==> src/rtl/bn_pkg.sv <==
// Shared definitions for the batch-norm datapath.
// Contents:
//   fill_state_e - fill-bank state (FILLING, FULL_WAIT)
//   BN_WIDTH     - default data word width, shared with the batch-norm stage
//   BN_CHANNELS  - default channels per frame, shared with the batch-norm stage
//   bn_ch_w()    - width of a channel tag for a given channel count
package bn_pkg;

    typedef enum logic {
        FILLING   = 1'b0,
        FULL_WAIT = 1'b1
    } fill_state_e;

    localparam int unsigned BN_WIDTH    = 16;
    localparam int unsigned BN_CHANNELS = 16;

    function automatic int unsigned bn_ch_w(input int unsigned channels);
        return (channels < 2) ? 1 : $clog2(channels);
    endfunction

endpackage

==> src/rtl/bn_frame_bank.sv <==
// One frame bank: CHANNELS words of storage, a single write port and a packed read-out.
// Ports:
//   clk, rst  - clock, synchronous active-high reset (clears storage to zero)
//   i_we      - write enable
//   i_waddr   - slot to write
//   i_wdata   - word to store
//   o_packed  - all slots packed, slot k at [k*WIDTH +: WIDTH]
module bn_frame_bank
    import bn_pkg::*;
#(
    parameter int unsigned WIDTH    = BN_WIDTH,
    parameter int unsigned CHANNELS = BN_CHANNELS,
    parameter int unsigned CH_W     = bn_ch_w(CHANNELS)
) (
    input  logic                      clk,
    input  logic                      rst,
    input  logic                      i_we,
    input  logic [CH_W-1:0]           i_waddr,
    input  logic [WIDTH-1:0]          i_wdata,
    output logic [CHANNELS*WIDTH-1:0] o_packed
);

    logic [WIDTH-1:0] r_mem [CHANNELS];

    // Zeroing on reset makes the output bank read 0 until the first frame.
    always_ff @(posedge clk) begin
        if (rst) begin
            for (int i = 0; i < int'(CHANNELS); i++) begin
                r_mem[i] <= '0;
            end
        end else if (i_we) begin
            r_mem[i_waddr] <= i_wdata;
        end
    end

    for (genvar k = 0; k < int'(CHANNELS); k++) begin : g_pack
        assign o_packed[k*WIDTH +: WIDTH] = r_mem[k];
    end

endmodule

==> src/rtl/bn_frame_collector.sv <==
// Collects the channel-tagged scalar stream from the batch-norm stage into packed frames
// and hands them downstream over valid/ready. Two banks: one fills while the other is
// presented; r_sel names the fill bank and flips on every swap.
// Ports:
//   clk, rst      - clock, synchronous active-high reset
//   y_in          - data word
//   channel_in    - channel tag of y_in
//   valid_in      - qualifier for y_in/channel_in (no backpressure)
//   clear         - flush the partially filled (or held) fill bank
//   frame_packed  - output frame, channel k at [k*WIDTH +: WIDTH]
//   frame_valid   - output frame available
//   frame_ready   - downstream accepts the frame
//   fill_count    - distinct channels captured in the fill bank
//   overflow      - sticky, word dropped while both banks were full
//   dup_error     - sticky, channel written twice within one frame
module bn_frame_collector
    import bn_pkg::*;
#(
    parameter  int unsigned WIDTH    = BN_WIDTH,
    parameter  int unsigned CHANNELS = BN_CHANNELS,
    localparam int unsigned CH_W     = bn_ch_w(CHANNELS)
) (
    input  logic                      clk,
    input  logic                      rst,
    input  logic [WIDTH-1:0]          y_in,
    input  logic [CH_W-1:0]           channel_in,
    input  logic                      valid_in,
    input  logic                      clear,
    output logic [CHANNELS*WIDTH-1:0] frame_packed,
    output logic                      frame_valid,
    input  logic                      frame_ready,
    output logic [CH_W:0]             fill_count,
    output logic                      overflow,
    output logic                      dup_error
);

    fill_state_e         r_state, w_state_d;
    logic [CHANNELS-1:0] r_mask, w_mask_d;
    logic [CH_W:0]       r_count, w_count_d;
    logic                r_sel, w_sel_d;
    logic                r_valid, w_valid_d;
    logic                r_overflow, w_overflow_d;
    logic                r_dup, w_dup_d;

    logic                      w_in_range, w_wr, w_drain, w_is_dup, w_complete;
    logic [CHANNELS-1:0]       w_onehot, w_mask_set;
    logic [CHANNELS*WIDTH-1:0] w_packed0, w_packed1;

    assign w_in_range = ({1'b0, channel_in} < (CH_W+1)'(CHANNELS));
    assign w_onehot   = {{(CHANNELS-1){1'b0}}, 1'b1} << channel_in;
    assign w_mask_set = r_mask | w_onehot;
    assign w_drain    = r_valid & frame_ready;
    // clear wins over a same-cycle write; nothing is stored while a full bank is held.
    assign w_wr       = valid_in & w_in_range & !clear & (r_state == FILLING);
    assign w_is_dup   = |(r_mask & w_onehot);
    assign w_complete = w_wr & (&w_mask_set);

    always_comb begin
        w_state_d    = r_state;
        w_mask_d     = r_mask;
        w_count_d    = r_count;
        w_sel_d      = r_sel;
        w_valid_d    = r_valid & !w_drain;
        w_overflow_d = r_overflow;
        w_dup_d      = r_dup;
        unique case (r_state)
            FILLING: begin
                if (clear) begin
                    w_mask_d  = '0;
                    w_count_d = '0;
                end else if (w_wr) begin
                    w_mask_d = w_mask_set;
                    if (w_is_dup) begin
                        w_dup_d = 1'b1;
                    end else begin
                        w_count_d = r_count + 1'b1;
                    end
                    if (w_complete) begin
                        if (!r_valid || w_drain) begin
                            w_sel_d   = !r_sel;
                            w_valid_d = 1'b1;
                            w_mask_d  = '0;
                            w_count_d = '0;
                        end else begin
                            w_state_d = FULL_WAIT;
                        end
                    end
                end
            end
            FULL_WAIT: begin
                if (clear) begin
                    w_state_d = FILLING;
                    w_mask_d  = '0;
                    w_count_d = '0;
                end else begin
                    if (valid_in) begin
                        w_overflow_d = 1'b1;
                    end
                    if (w_drain) begin
                        w_sel_d   = !r_sel;
                        w_valid_d = 1'b1;
                        w_mask_d  = '0;
                        w_count_d = '0;
                        w_state_d = FILLING;
                    end
                end
            end
            default: w_state_d = FILLING;
        endcase
    end

    always_ff @(posedge clk) begin
        if (rst) begin
            r_state    <= FILLING;
            r_mask     <= '0;
            r_count    <= '0;
            r_sel      <= 1'b0;
            r_valid    <= 1'b0;
            r_overflow <= 1'b0;
            r_dup      <= 1'b0;
        end else begin
            r_state    <= w_state_d;
            r_mask     <= w_mask_d;
            r_count    <= w_count_d;
            r_sel      <= w_sel_d;
            r_valid    <= w_valid_d;
            r_overflow <= w_overflow_d;
            r_dup      <= w_dup_d;
        end
    end

    bn_frame_bank #(
        .WIDTH    (WIDTH),
        .CHANNELS (CHANNELS),
        .CH_W     (CH_W)
    ) u_bank0 (
        .clk      (clk),
        .rst      (rst),
        .i_we     (w_wr & !r_sel),
        .i_waddr  (channel_in),
        .i_wdata  (y_in),
        .o_packed (w_packed0)
    );

    bn_frame_bank #(
        .WIDTH    (WIDTH),
        .CHANNELS (CHANNELS),
        .CH_W     (CH_W)
    ) u_bank1 (
        .clk      (clk),
        .rst      (rst),
        .i_we     (w_wr & r_sel),
        .i_waddr  (channel_in),
        .i_wdata  (y_in),
        .o_packed (w_packed1)
    );

    // The output bank is whichever bank is not being filled.
    assign frame_packed = r_sel ? w_packed0 : w_packed1;
    assign frame_valid  = r_valid;
    assign fill_count   = r_count;
    assign overflow     = r_overflow;
    assign dup_error    = r_dup;

endmodule
==> config.mk <==
export PLATFORM = sky130hd
export DESIGN_NAME = bn_frame_collector
export DESIGN_NICKNAME = d
export VERILOG_FILES = /design/src/rtl/bn_pkg.sv /design/src/rtl/bn_frame_bank.sv /design/src/rtl/bn_frame_collector.sv
export SDC_FILE = /design/constraint.sdc
export NUM_CORES = 1
export LEC_CHECK = 0
export BUFFER_PORTS_ARGS = -buffer_cell sky130_fd_sc_hd__buf_2
export CAP_MARGIN = 20
export CORE_ASPECT_RATIO = 1.5
export CORE_UTILIZATION = 46
export CTS_BUF_LIST = sky130_fd_sc_hd__clkbuf_16
export DETAILED_ROUTE_END_ITERATION = 6
export PLACE_DENSITY_LB_ADDON = 0.08
export SETUP_SLACK_MARGIN = 0.1
export SLEW_MARGIN = 20
export SYNTH_ARGS = -nofsm -noshare
export SYNTH_HDL_FRONTEND = slang
export SYNTH_SLANG_ARGS = --single-unit
export TNS_END_PERCENT = 5
==> constraint.sdc <==
create_clock -name clk -period 2.8 [get_ports clk]
set_input_delay 0.28 -clock clk [delete_from_list [all_inputs] [get_ports clk]]
set_output_delay 0.28 -clock clk [all_outputs]
set_load 0.05 [all_outputs]
Word level (Yosys, flattened, before mapping)
Memories as Yosys holds them, arrays and structs flattened.
Cells that the tools add are included.
{"block": "classes", "add_sub_neg": 1, "eq_ne": 8, "shifts": 1, "muxes": 51, "n_bitwise": 11, "n_reduce_logical": 13}
{"cell": "$mux 256", "n": 1}
{"cell": "$mux 16", "n": 8}
{"cell": "$reduce_or 16->1", "n": 3}
{"cell": "$mux 5", "n": 7}
{"cell": "$pmux 16 s2", "n": 1}
{"cell": "$mux 1", "n": 28}
{"cell": "$and 16x16->16", "n": 1}
{"cell": "$or 16x16->16", "n": 1}
{"cell": "$reduce_and 16->1", "n": 1}
{"cell": "$shl 1x4->16 const A", "n": 1}
{"cell": "$pmux 5 s2", "n": 1}
{"cell": "$mux 4", "n": 2}
{"cell": "$ne 2x2->1 const B", "n": 4}
{"cell": "$and 1x1->1", "n": 7}
{"cell": "$pmux 1 s2", "n": 3}
{"cell": "$reduce_and 6->1", "n": 1}
{"cell": "$add 5x1->5 const B", "n": 1}
{"cell": "$logic_not 1->1", "n": 4}
{"cell": "$ne 2x1->1 const B", "n": 2}
{"cell": "$reduce_and 4->1", "n": 1}
{"cell": "$ne 3x2->1 const B", "n": 1}
{"cell": "$ne 3x3->1 const B", "n": 1}
{"cell": "$reduce_and 3->1", "n": 1}
{"cell": "$not 1->1", "n": 2}
{"cell": "2 further kinds", "n": 2}
{"block": "totals", "regBits": 26, "mem_bits_rw": 512, "inputBits": 25, "output_inout_bits": 264, "wordCells": 94, "memories": 2}
{"memory": "u_bank0.r_mem", "words": 16, "width": 16, "read_ports": 16, "rd_ports_with_merged_regs": 0, "wr": 16, "line": "bn_frame_bank.sv:23", "rtl": "logic [WIDTH-1:0] r_mem [CHANNELS];"}
{"memory": "u_bank1.r_mem", "words": 16, "width": 16, "read_ports": 16, "rd_ports_with_merged_regs": 0, "wr": 16, "line": "bn_frame_bank.sv:23"}

Depth between registers and ports, before layout
Gate-level depths: netlist of the first run.
{"block": "logic_depth", "ltp_word": 9, "ltp_mapped": 10, "ltp_nobuf": 6}

Modules after synthesis
A second synthesis of the first run with hierarchy kept.
{"block": "hier_totals", "cells_unflattened": 1729, "area_unflattened_um2": 23916.7}
{"mod": "bn_frame_bank at u_bank1", "instances": 1, "cells_per_inst": 632, "area_each_um2": 9655.5, "seq_area_each_um2": 7687.4}
{"mod": "bn_frame_bank at u_bank0", "instances": 1, "cells_per_inst": 632, "area_each_um2": 9619.2, "seq_area_each_um2": 7687.4}
{"mod": "bn_frame_collector", "instances": 1, "cells_per_inst": 465, "area_each_um2": 4642.0, "seq_area_each_um2": 520.5}

Least setup slack after synthesis of the first run
OpenSTA, ideal clock, no wires.
{"block": "synth_path", "path_type": "register -> register", "startpoint": "reg r_state", "endpoint": "mem u_bank0.r_mem[13][0] in the netlist's numbering (enable)", "setup_time_ns": 0.334, "arrival_time_ns": 1.771, "t_required_ns": 2.466, "path_slack_ns": 0.695, "path_stages_with_launch": 8, "n_path_buf": 2, "period_less_slack_ns": 2.105, "cell_sequence": "dfxtp_1 -> nor3b_1 -> nor2b_1 -> nand2b_1 -> clkbuf_1 -> clkbuf_1 -> nor2_1 -> or2_2"}
{"element": "start, declared", "line": "bn_frame_collector.sv:37", "rtl": "fill_state_e r_state, w_state_d;"}
{"element": "start signal, assigned", "line": "bn_frame_collector.sv:122", "rtl": "r_state <= w_state_d;"}
{"element": "end, declared", "line": "bn_frame_bank.sv:23"}

Worst setup path in the final report of the first run
{"block": "layout_path", "startpoint": "reg r_sel", "endpoint": "out frame_packed[144]"}
{"block": "layout_between", "elab_chain_len": 1}
{"element": "start, declared", "line": "bn_frame_collector.sv:40", "rtl": "logic r_sel, w_sel_d;"}
{"element": "start signal, assigned", "line": "bn_frame_collector.sv:125", "rtl": "r_sel <= w_sel_d;"}
{"element": "$mux 256", "line": "bn_frame_collector.sv:159", "rtl": "assign frame_packed = r_sel ? w_packed0 : w_packed1;"}
{"element": "end, declared", "line": "bn_frame_collector.sv:29", "rtl": "output logic [CHANNELS*WIDTH-1:0] frame_packed,"}
Every way passes these cells.

==> key figures, run 1 <==
Outcome
  – Status: finished, final reports clean

Job
  – Number of max-cap violations: 0

Synth
  – Count of distinct cell types in the synthesized netlist: 56
  – Top-area cell type share of the netlist area: 0.644
  – Cell type contributing the most total cell area after synthesis: edfxtp_1
  – Area of the mapped netlist: 23900 um2
  – Net count after synthesis: 1692
  – Top cells by area in the synthesized netlist: edfxtp_1 (64%), and2_1 (13%), mux2_2 (12%)
  – Number of synthesized flops with an enable pin: 512
  – Count of yosys warnings during synthesis: 0
  – Average cell area after synthesis: 14.3 um2
  – Mapped Cells: 1666
  – Synthesis-stage register bit count: 538
  – Share of synthesized area occupied by flip-flops and latches: 0.666
  – Share of synthesized flip-flops with an asynchronous set or reset: 0
  – Most common flop cell mapped by yosys: edfxtp_1

Finish
  – Layout cells sized above 1: 0.365
  – Commonest cells after routing, fill and taps aside: and2_1 (512), edfxtp_1 (512), buf_2 (288)
  – Synth-to-Final Area Change: 16.5%
  – Layout Cells excl Fill: 2646
  – Final-stage net count: 1961
  – Filler Cells Inserted: 4252

Global route
  – Met2 track demand over resource: 0.411
  – Global-route met1 utilization: 0.250
  – Number of global-route vias before repair: 14301
  – Global-route wire length before repair: 87600 um
  – Antenna violations before repair: 0
  – Met3 routing resource usage after global routing: 0.0558
  – Total gr overflow: 0
  – GRT Max-Usage Layer: met2
  – Maximum number of pins on one net before global-route repair: 64
  – All-layer global routing usage: 0.225

Floorplan
  – Area inside the core boundary: 50900 um2
  – Initial standard-cell utilization of the core: 0.469
  – # IOs: 289
  – Number of standard-cell rows in the floorplan: 101
  – Die Y: 281 um
  – Die Area: 52800 um2
  – Die width: 188 um

Power and ir drop
  – Leak: 10.7 nW
  – Largest voltage drop on the vdd net: 0.530 mV
  – Pwr per Cell Area: 623 nW/um2

Hold path
  – Worst min-delay path category: in2reg
  – Worst hold path cell count: 4
  – Hold path startpoint: frame_ready

Timing
  – Highest achievable clock rate: 390 MHz
  – Setup skew after layout: 0.0176 ns
  – RSZ-0062 raised after global routing: false
  – Final critical-path share of the clock period: 0.915
  – Final Max Tran Viols: 0
  – Slew headroom: 0.371
  – Count of endpoints failing hold in the final timing report: 0
  – Post-layout min period: 2.56 ns
  – Setup violations, final: 0
  – PnR worst setup slack: 0.238 ns
  – Transition time of the tightest slew-check pin: 0.943 ns
  – Total Negative Setup Slacks: 0 ns

Clock tree
  – TritonCTS clock tree: yes
  – Post-cts repair resize count: 0
  – Longest Clk Path Bufs: 3
  – H-tree depth: 2
  – Clock buffer count from CTS: 51
  – Reg clk slew, reported paths: 0.06 ns
  – Clock network latency to the later pin of the worst-skew pair: 0.58 ns
  – Cell at the root of the clock tree: clkbuf_16
  – Sinks on the clock net: 538

Placement
  – Port buffer count: 288
  – Final weighted congestion in routability-driven placement: 0.882
  – Detail Placement HPWL: 37600 um
  – Placed cells: 2547
  – Worst slack at placement: 0.220 ns

Critical path
  – Kind of start point of the critical path: flip-flop
  – Critical-path top delay cell: dfxtp_4
  – Category of the most critical setup path: reg2out
  – Maximum cell stage delay along the critical path: 0.64 ns
  – Worst reg2reg path startpoint: r_state$_SDFF_PP0_
  – Worst Reg-to-Reg Cells: 7
  – Capture point of the worst reg-to-reg path: r_mask[14]$_SDFFE_PP0P_
  – Slack of the worst reg-to-reg path: 0.37 ns
  – Cells along the critical path: buf_12 -> mux2_2 -> buf_2
  – Maximum net fanout on the critical path: 63
  – CP Capture Type: primary output
  – CP arrival: 2.28 ns
  – Req. time, crit path: 2.52 ns

Route
  – First-pass iteration count of the detailed router: 6
  – Drt via density: 5.20
  – Count of nets left with antenna violations after detail routing: 0
  – Iteration-0 DRC count of the detailed router: 876
  – Detailed-route via count: 13750
  – Post-detailed-routing wire length: 59900 um
  – Routed WL per cell: 22.7 um
  – Drt drc: 0
## worst max path at each step
stage | from | endpoint | cells past startpoint
2_1_floorplan | r_state$_SDFF_PP0_ | u_bank0.r_mem[13][0]$_SDFFCE_PN0P_ | 7
3_3_place_gp | channel_in[0] | r_mask[8]$_SDFFE_PP0P_ | 7
3_5_place_dp | channel_in[0] | r_mask[10]$_SDFFE_PP0P_ | 7
4_1_cts | r_sel$_SDFFE_PP0P_ | frame_packed[146] | 3
5_1_grt | clear | r_mask[6]$_SDFFE_PP0P_ | 9
6_report | r_sel$_SDFFE_PP0P_ | frame_packed[144] | 3
## state kept, by name (all words and copies together), names as in the netlist, named ones only
name	count
r_state	1
dup_error	1
u_bank1.r_mem	256
r_mask	16
overflow	1
u_bank0.r_mem	256
fill_count	5
r_sel	1
## synthesized netlist by cell type (2+ instances only)
cell type	number
nand2_1	21
inv_1	21
and3b_1	3
a22oi_1	3
dfxtp_1	26
or2_2	33
and4b_1	2
a221oi_1	2
mux2_2	257
a21oi_1	5
buf_1	2
buf_4	2
and2_1	512
nor4_1	5
o21ai_0	9
o21a_1	2
nand3_1	14
and2b_1	2
clkbuf_1	119
nor2b_1	4
nor2_1	40
nand4_1	6
nor4bb_1	3
buf_2	7
a31oi_1	5
edfxtp_1	512
o2111ai_1	2
nor3_1	2
o211ai_1	2
nand4b_1	2
o32ai_1	16
## area by class of cell
cell class | count | area, um2 | share of cell area
diodes | 1 | 2.50 | 0.0000900
clock buffers | 53 | 1330 | 0.0477
clock inverters | 41 | 325 | 0.0117
inverters | 21 | 78.8 | 0.00283
multi-input cells | 976 | 7380 | 0.265
well taps | 669 | 837 | 0.0301
repair buffers | 347 | 1960 | 0.0705
flip-flops and latches | 538 | 15900 | 0.572
## cells by family after synthesis
family          count (synthesis)  synth area share
simple gates                  660             0.168
flops                         538             0.666
mux                           260             0.123
buf+inv                       152            0.0249
compound gates                 55            0.0172
fa+ha+maj                       1          0.000524
## stage by stage
| stage | cell area, um2 | hold WS [ns] | util | power, mW |
|---|---|---|---|---|
| 2_1_floorplan | 23900 | 0.438 | - | 10.2 |
| 3_3_place_gp | 26100 | 0.466 | 0.513 | 10.6 |
| 3_5_place_dp | 26100 | 0.467 | 0.513 | 10.6 |
| 4_1_cts | 27800 | 0.0602 | 0.546 | 17.5 |
| 5_1_grt | 27800 | 0.113 | 0.546 | 17.8 |
| 6_report | 27800 | 0.0789 | 0.546 | 17.3 |
## timing repair
action	CTS	global route
endpoints found under the hold margin	2	0
setup endpoints to repair	0	18
buffers inserted	0	1
hold buffers	3	0
## routing by layer
| layer | wire, um | part of all wire | up-vias |
|---|---|---|---|
| li1 | - | - | 6422 |
| met3 | 3600 | 0.060 | 109 |
| met4 | 2260 | 0.038 | 0 |
| met1 | 22800 | 0.38 | 6850 |
| met5 | 0 | 0 | - |
| met2 | 31300 | 0.52 | 369 |
## where the power goes
group          total (mW)  leakage [nW]  switching [mW]  internal, mW
logic                1.24          4.60           0.991         0.249
clock network        6.88         0.848            2.99          3.89
registers            9.20          5.29          0.0890          9.11
total                17.3          10.7            4.07          13.3
## worst max-delay path: cells and delay by family, from the launching register on
kind	cells	cell delay [ns]
buf+inv	2	0.60
flops	1	0.64
mux	1	0.41
(Power assumes the default switching activity.)
==> inputs of run 2 (changes only) <==
--- a/config.mk
+++ b/config.mk
@@ -7,8 +7,10 @@
 export LEC_CHECK = 0
 export BUFFER_PORTS_ARGS = -buffer_cell sky130_fd_sc_hd__buf_2
 export CAP_MARGIN = 20
+export CELL_PAD_IN_SITES_DETAIL_PLACEMENT = 1
+export CELL_PAD_IN_SITES_GLOBAL_PLACEMENT = 2
 export CORE_ASPECT_RATIO = 1.5
-export CORE_UTILIZATION = 46
+export CORE_UTILIZATION = 41
 export CTS_BUF_LIST = sky130_fd_sc_hd__clkbuf_16
 export DETAILED_ROUTE_END_ITERATION = 6
 export PLACE_DENSITY_LB_ADDON = 0.08
==> run 2 against run 1 <==
  * Sequential power about the same
  * Hold slack about the same
  * Register-to-register slack improved by 0.11 ns
  * Setup slack improved by 0.016 ns
  * Critical path type unchanged
  * Critical endpoint is now frame_packed[45]
  * Largest power group unchanged
==> key figures, run 2 (synthesis results as in run 1) <==
Clock tree
  – TritonCTS clock tree: yes
  – H-tree depth: 2 (unchanged)
  – Cell at the root of the clock tree: clkbuf_16
  – Sinks on the clock net: 538 (unchanged)
  – Clock network latency to the later pin of the worst-skew pair: 0.59 ns (about the same)
  – Longest Clk Path Bufs: 3 (unchanged)
  – Clock buffer count from CTS: 53 (+3.9%)
  – Reg clk slew, reported paths: 0.07 ns (about the same)

Placement
  – Instance area at placement: 26300 um2 (+0.69%)
  – Final weighted congestion in routability-driven placement: 0.794 (-10%)
  – Detail Placement HPWL: 42500 um (+13%)
  – Placed cells: 2650 (+4.0%)
  – Port buffer count: 288 (unchanged)

Critical path
  – Slack of the worst reg-to-reg path: 0.48 ns (+0.11 ns)
  – Category of the most critical setup path: reg2out
  – Req. time, crit path: 2.52 ns (about the same)
  – Maximum net fanout on the critical path: 24 (-62%)
  – Count of cell instances traversed by the critical path: 3 (unchanged)
  – Kind of start point of the critical path: flip-flop
  – Cells along the critical path: buf_4 -> mux2_2 -> buf_2
  – Cell type group with the largest total delay on the critical path: buffers and inverters
  – Buf/Inv on CP: 2 (unchanged)
  – CP arrival: 2.27 ns (about the same)
  – Critical-path top delay cell: dfxtp_4
  – Maximum cell stage delay along the critical path: 0.60 ns (-0.04 ns)
  – CP Capture Type: primary output
  – Launch point of the worst path: r_sel$_SDFFE_PP0P_
  – Worst reg2reg path startpoint: r_state$_SDFF_PP0_
  – Worst Reg-to-Reg Cells: 6 (-1)

Route
  – Detailed-route via count: 13950 (+1.5%)
  – Drt drc: 0 (unchanged)
  – Drt via density: 5.07 (-2.3%)
  – First-pass iteration count of the detailed router: 6 (unchanged)
  – Post-detailed-routing wire length: 67300 um (+12%)
  – Routed WL per cell: 24.5 um (+8.0%)
  – Count of nets left with antenna violations after detail routing: 0 (unchanged)
  – Iteration-0 DRC count of the detailed router: 483 (-45%)

Timing
  – Setup violations, final: 0 (unchanged)
  – RSZ-0062 raised after global routing: false
  – Post-layout min period: 2.55 ns (-0.0163 ns)
  – Count of endpoints failing hold in the final timing report: 0 (unchanged)
  – Slew headroom: 0.325 (-0.0459)
  – Highest achievable clock rate: 393 MHz (+0.64%)
  – Setup skew after layout: 0.0149 ns (-0.00267 ns)
  – Total Negative Setup Slacks: 0 ns (unchanged)
  – Transition time of the tightest slew-check pin: 1.01 ns (+0.0689 ns)
  – Final critical-path share of the clock period: 0.909 (-0.00582)
  – Final Max Tran Viols: 0 (unchanged)

Finish
  – Storage element area: 15900 um2 (unchanged)
  – Largest registers: u_bank0.r_mem (256), u_bank1.r_mem (256), r_mask (16)
  – Final-stage net count: 1965 (+0.20%)
  – Area occupied by multi-input gates: 7380 um2 (unchanged)
  – N_diodes: 0 (-1)
  – Total non-filler cell area in the finished layout: 28000 um2 (+0.62%)
  – Layout cells sized above 1: 0.362 (-0.00308)
  – Synth-to-Final Area Change: 17.2%
  – Commonest cells after routing, fill and taps aside: and2_1 (512), edfxtp_1 (512), buf_2 (288)
  – Layout Cells excl Fill: 2749 (+3.9%)
  – Filler Cells Inserted: 5809 (+37%)

Hold path
  – Worst min-delay path category: in2reg
  – Hold path startpoint: frame_ready
  – Worst hold path cell count: 4 (unchanged)

Power and ir drop
  – Leak: 10.8 nW (+0.31%)
  – Clk pwr share: 0.397 (about the same)
  – Relative contribution of sequential cells to total power: 0.529 (-0.002)
  – Internal power: 13.3 mW (about the same)
  – Pwr per Cell Area: 622 nW/um2 (-0.12%)
  – Switching power of the nets: 4.15 mW (+1.8%)
  – Largest voltage drop on the vdd net: 0.558 mV (+5.3%)
  – Switching share of power: 0.238 (+0.00309)
  – Overall power consumption: 17.4 mW (+0.49%)
  – Comb pwr share: 0.074 (+0.002)

Global route
  – Total gr overflow: 0 (unchanged)
  – Maximum number of pins on one net before global-route repair: 60 (-6.3%)
  – Global-route met1 utilization: 0.256 (+0.00570)
  – All-layer global routing usage: 0.230 (+0.00518)
  – Antenna violations before repair: 1 (+1)
  – Met2 track demand over resource: 0.424 (+0.0131)
  – Met3 routing resource usage after global routing: 0.0516 (-0.00423)
  – GRT Max-Usage Layer: met2
  – Number of global-route vias before repair: 15339 (+7.3%)
  – Global-route wire length before repair: 98300 um (+12%)

Floorplan
  – Die Y: 298 um (+5.9%)
  – Die width: 199 um (+5.9%)
  – Number of standard-cell rows in the floorplan: 108 (+6.9%)
  – Initial standard-cell utilization of the core: 0.414 (-0.0550)
  – Die Area: 59200 um2 (+12%)
  – # IOs: 289 (unchanged)
  – Area inside the core boundary: 57700 um2 (+13%)

Job
  – Number of max-cap violations: 0 (unchanged)

Outcome
  – Status: finished, final reports clean
[run 2: changes by cell type in the layout (fill, tap and decap cells not counted), sizes merged]
cell and change:
buf +2, clkinv -9, clkinvlp +1, diode -1
inv +9
[run 2: worst reg2reg max path: stages, from the launching register on]
cell and delay (ns):
dfxtp_1 0.35, nor3b_1 0.35, nor2b_1 0.33, nand2_1 0.13, buf_4 0.22, nor2_1 0.18
or2_2 0.40
[run 2: through the flow]
stage / hold WS [ns] / setup slack [ns] / util
after floorplan: 0.438 / 0.695 / -
after global placement: 0.461 / 0.284 / 0.456
after detailed placement: 0.482 / 0.197 / 0.456
after CTS: 0.0345 / 0.196 / 0.485
after global routing: 0.0964 / 0.166 / 0.485
final: 0.0786 / 0.254 / 0.485
[run 2: layout make-up]
type                    count  area share
clock buffers              53      0.0474
clock inverters            42      0.0114
inverters                  21     0.00282
multi-input cells         976       0.264
flip-flops and latches    538       0.568
well taps                 770      0.0344
repair buffers            349      0.0720
[run 2: path summary, 6_finish.rpt]
| check | to |
|---|---|
| min | flip-flop |
| max | frame_packed[45] |
| max reg2reg | u_bank1.r_mem[5][6]$_SDFFCE_PN0P_ |
| min reg2reg | dup_error$_SDFFE_PP0P_ |
[run 2: repair_timing]
item / in CTS / in global routing
hold buffers: 3 / 0
setup buffers: 1 / 0
setup endpoints to repair: 25 / 0
resized for setup: 0 / 0
hold endpoints to repair: 2 / 0
[run 2: power groups by stage]
stage | clock network (mW) | logic (mW) | registers, mW
floorplan | 0 | 0.863 | 9.34
global placement | 0 | 1.30 | 9.37
detailed placement | 0 | 1.31 | 9.39
CTS | 7.08 | 1.32 | 9.22
global route | 7.37 | 1.36 | 9.24
finish | 6.91 | 1.29 | 9.21
[run 2: per-layer routing]
layer / wire length (um) / share of wire / vias up
met1: 25400 / 0.38 / 7073
met5: 0 / 0 / -
met4: 2170 / 0.032 / 0
met2: 35800 / 0.53 / 351
li1: - / - / 6422
met3: 3880 / 0.058 / 104
==> inputs of run 3 (changes only) <==
--- a/config.mk
+++ b/config.mk
@@ -10,7 +10,7 @@
 export CELL_PAD_IN_SITES_DETAIL_PLACEMENT = 1
 export CELL_PAD_IN_SITES_GLOBAL_PLACEMENT = 2
 export CORE_ASPECT_RATIO = 1.5
-export CORE_UTILIZATION = 41
+export CORE_UTILIZATION = 44
 export CTS_BUF_LIST = sky130_fd_sc_hd__clkbuf_16
 export DETAILED_ROUTE_END_ITERATION = 6
 export PLACE_DENSITY_LB_ADDON = 0.08
==> constraint.sdc (replaced) <==
create_clock -name clk -period 3.23 [get_ports clk]
set_input_delay 0.323 -clock clk [delete_from_list [all_inputs] [get_ports clk]]
set_output_delay 0.323 -clock clk [all_outputs]
set_load 0.05 [all_outputs]
==> run 3 against run 2 <==
  * Critical path type unchanged
  * First-iteration DRC count is 28% higher
  * Hold slack worse by 0.017 ns
  * Final cell count is 3.4% lower
  * Clock power is 19% lower
  * Flip-flop and latch count stayed put
  * Setup slack better by 0.16 ns
  * Total power is 16% lower
  * Clock skew is 0.0055 ns higher
  * Sequential share of layout area is 0.79 points higher
  * Via count hardly changed
  * Utilization is 3.0 points higher
  * Wire length is 5.4% lower
==> key figures, run 3 (synthesis results as in run 1) <==
Floorplan
  – Die width: 192 um (-3.4%)
  – # IOs: 289 (unchanged)
  – Die Area: 55200 um2 (-6.8%)
  – Die Y: 287 um (-3.4%)
  – Area inside the core boundary: 53600 um2 (-7.1%)
  – Initial standard-cell utilization of the core: 0.445 (+0.0316)
  – Number of standard-cell rows in the floorplan: 104 (-3.7%)

Finish
  – Filler Cells Inserted: 5360 (-7.7%)
  – Total non-filler cell area in the finished layout: 27600 um2 (-1.4%)
  – Area occupied by multi-input gates: 7380 um2 (unchanged)
  – Layout cells sized above 1: 0.357 (-0.00524)
  – Largest registers: u_bank0.r_mem (256), u_bank1.r_mem (256), r_mask (16)
  – Synth-to-Final Area Change: 15.6%
  – N_diodes: 0 (unchanged)
  – Final-stage net count: 1953 (-0.61%)
  – Layout Cells excl Fill: 2655 (-3.4%)
  – Storage element area: 15900 um2 (unchanged)
  – Final core utilization: 0.515 (+0.0298)
  – Commonest cells after routing, fill and taps aside: and2_1 (512), edfxtp_1 (512), buf_2 (288)

Route
  – Count of nets left with antenna violations after detail routing: 0 (unchanged)
  – Detailed route wirelength on metal2: 33300 um (-7.0%)
  – WL met1: 24000 um (-5.6%)
  – Routed WL per cell: 24.0 um (-2.1%)
  – Top layer used by detailed routing: met4
  – Post-detailed-routing wire length: 63600 um (-5.4%)
  – DR WL met3: 3890 um (+0.26%)
  – Drt drc: 0 (unchanged)
  – First-pass iteration count of the detailed router: 5 (-1)
  – Iteration-0 DRC count of the detailed router: 618 (+28%)
  – Drt via density: 5.26 (+3.6%)
  – Detailed-route via count: 13960 (+0.072%)

Global route
  – All-layer global routing usage: 0.232 (+0.00174)
  – Total gr overflow: 0 (unchanged)
  – Global-route wire length before repair: 92800 um (-5.5%)
  – Number of global-route vias before repair: 14915 (-2.8%)
  – Antenna violations before repair: 1 (unchanged)
  – Maximum number of pins on one net before global-route repair: 60 (unchanged)

Power and ir drop
  – Leak: 10.6 nW (-1.4%)
  – Overall power consumption: 14.7 mW (-16%)
  – Largest voltage drop on the vdd net: 0.425 mV (-24%)
  – Pwr per Cell Area: 532 nW/um2 (-14%)

Clock tree
  – Clock buffer count from CTS: 52 (-1.9%)
  – Sinks on the clock net: 538 (unchanged)
  – H-tree depth: 2 (unchanged)
  – TritonCTS clock tree: yes
  – Reg clk slew, reported paths: 0.07 ns (about the same)
  – Cell at the root of the clock tree: clkbuf_16
  – Clock network latency to the later pin of the worst-skew pair: 0.60 ns (about the same)
  – Longest Clk Path Bufs: 3 (unchanged)

Placement
  – Instance area at placement: 26100 um2 (-0.90%)
  – Final weighted congestion in routability-driven placement: 0.843 (+6.1%)
  – Port buffer count: 288 (unchanged)
  – Placed cells: 2561 (-3.4%)
  – Worst slack at placement: 0.381 ns (+0.184 ns)
  – Detail Placement HPWL: 39800 um (-6.2%)

Timing
  – Setup violations, final: 0 (unchanged)
  – Slew headroom: 0.337 (+0.0120)
  – RSZ-0062 raised after global routing: false
  – Count of endpoints failing hold in the final timing report: 0 (unchanged)
  – Post-layout min period: 2.81 ns
  – Total Negative Setup Slacks: 0 ns (unchanged)
  – PnR worst setup slack: 0.416 ns (+0.162 ns)
  – Final critical-path share of the clock period: 0.871
  – Setup skew after layout: 0.0205 ns (+0.00552 ns)
  – Transition time of the tightest slew-check pin: 0.994 ns (-0.0180 ns)
  – Final hold slack: 0.0617 ns (-0.0168 ns)
  – Highest achievable clock rate: 355 MHz
  – Final Max Tran Viols: 0 (unchanged)

Critical path
  – Maximum cell stage delay along the critical path: 0.71 ns (+0.11 ns)
  – Cells along the critical path: buf_4 -> mux2_2 -> buf_2
  – Req. time, crit path: 2.91 ns (+0.39 ns)
  – Maximum net fanout on the critical path: 34 (+42%)
  – CP Capture Type: primary output
  – Cell type group with the largest total delay on the critical path: buffers and inverters
  – Critical-path top delay cell: dfxtp_4
  – Kind of start point of the critical path: flip-flop
  – Buf/Inv on CP: 2 (unchanged)
  – CP arrival: 2.49 ns (+0.22 ns)
  – Category of the most critical setup path: reg2out

Hold path
  – Worst min-delay path category: in2reg

Outcome
  – Status: finished, final reports clean

Job
  – Number of max-cap violations: 0 (unchanged)
-- run 3: changes by cell type in the layout (fill, tap and decap cells not counted) --
cell and delta:
inv_6 +1, clkinv_2 -4, buf_4 -2, dlygate4sd3_1 -2, clkinvlp_2 +1, buf_12 -6, buf_8 -1, clkinv_1 +7
inv_1 -3, bufinv_16 -4
-- run 3: where the power goes --
group	internal [mW]	leakage (nW)	switching, mW	total (mW)
registers	7.90	5.29	0.0785	7.98
clock network	3.04	0.786	2.58	5.62
logic	0.212	4.54	0.869	1.08
total	11.2	10.6	3.53	14.7
-- run 3: worst paths after layout --
path	startpoint	endpoint	slack, ns	depth (start not counted)
worst max-delay path	r_sel$_SDFFE_PP0P_	frame_packed[166]	0.42	3
worst min-delay path	clear	r_state$_SDFF_PP0_	0.06	3
worst max register to register	r_state$_SDFF_PP0_	r_mask[3]$_SDFFE_PP0P_	0.74	8
worst min register to register	dup_error$_SDFFE_PP0P_	dup_error$_SDFFE_PP0P_	0.49	2
-- run 3: timing repair --
action / 4_1_cts / 5_1_grt
hold buffers: 1 / 0
setup buffers: 0 / 0
resized for setup: 0 / 0
hold endpoints to repair: 1 / 0
-- run 3: cell type report --
type / count / area share
well taps: 689 / 0.0312
clock inverters: 40 / 0.00757
clock buffers: 53 / 0.0481
repair buffers: 338 / 0.0668
flip-flops and latches: 538 / 0.576
multi-input cells: 976 / 0.267
inverters: 21 / 0.00286
-- run 3: metal layers --
| layer | vias to the layer above | GRT usage |
|---|---|---|
| met2 | 327 | 0.411 |
| met5 | - | 0 |
| met4 | 0 | 0.0945 |
| met1 | 7125 | 0.263 |
| li1 | 6400 | - |
| met3 | 108 | 0.0606 |
-- run 3: worst min-delay path: stages --
cell	delay, ns
buf_2	0.13
a211oi_1	0.06
o21a_1	0.10
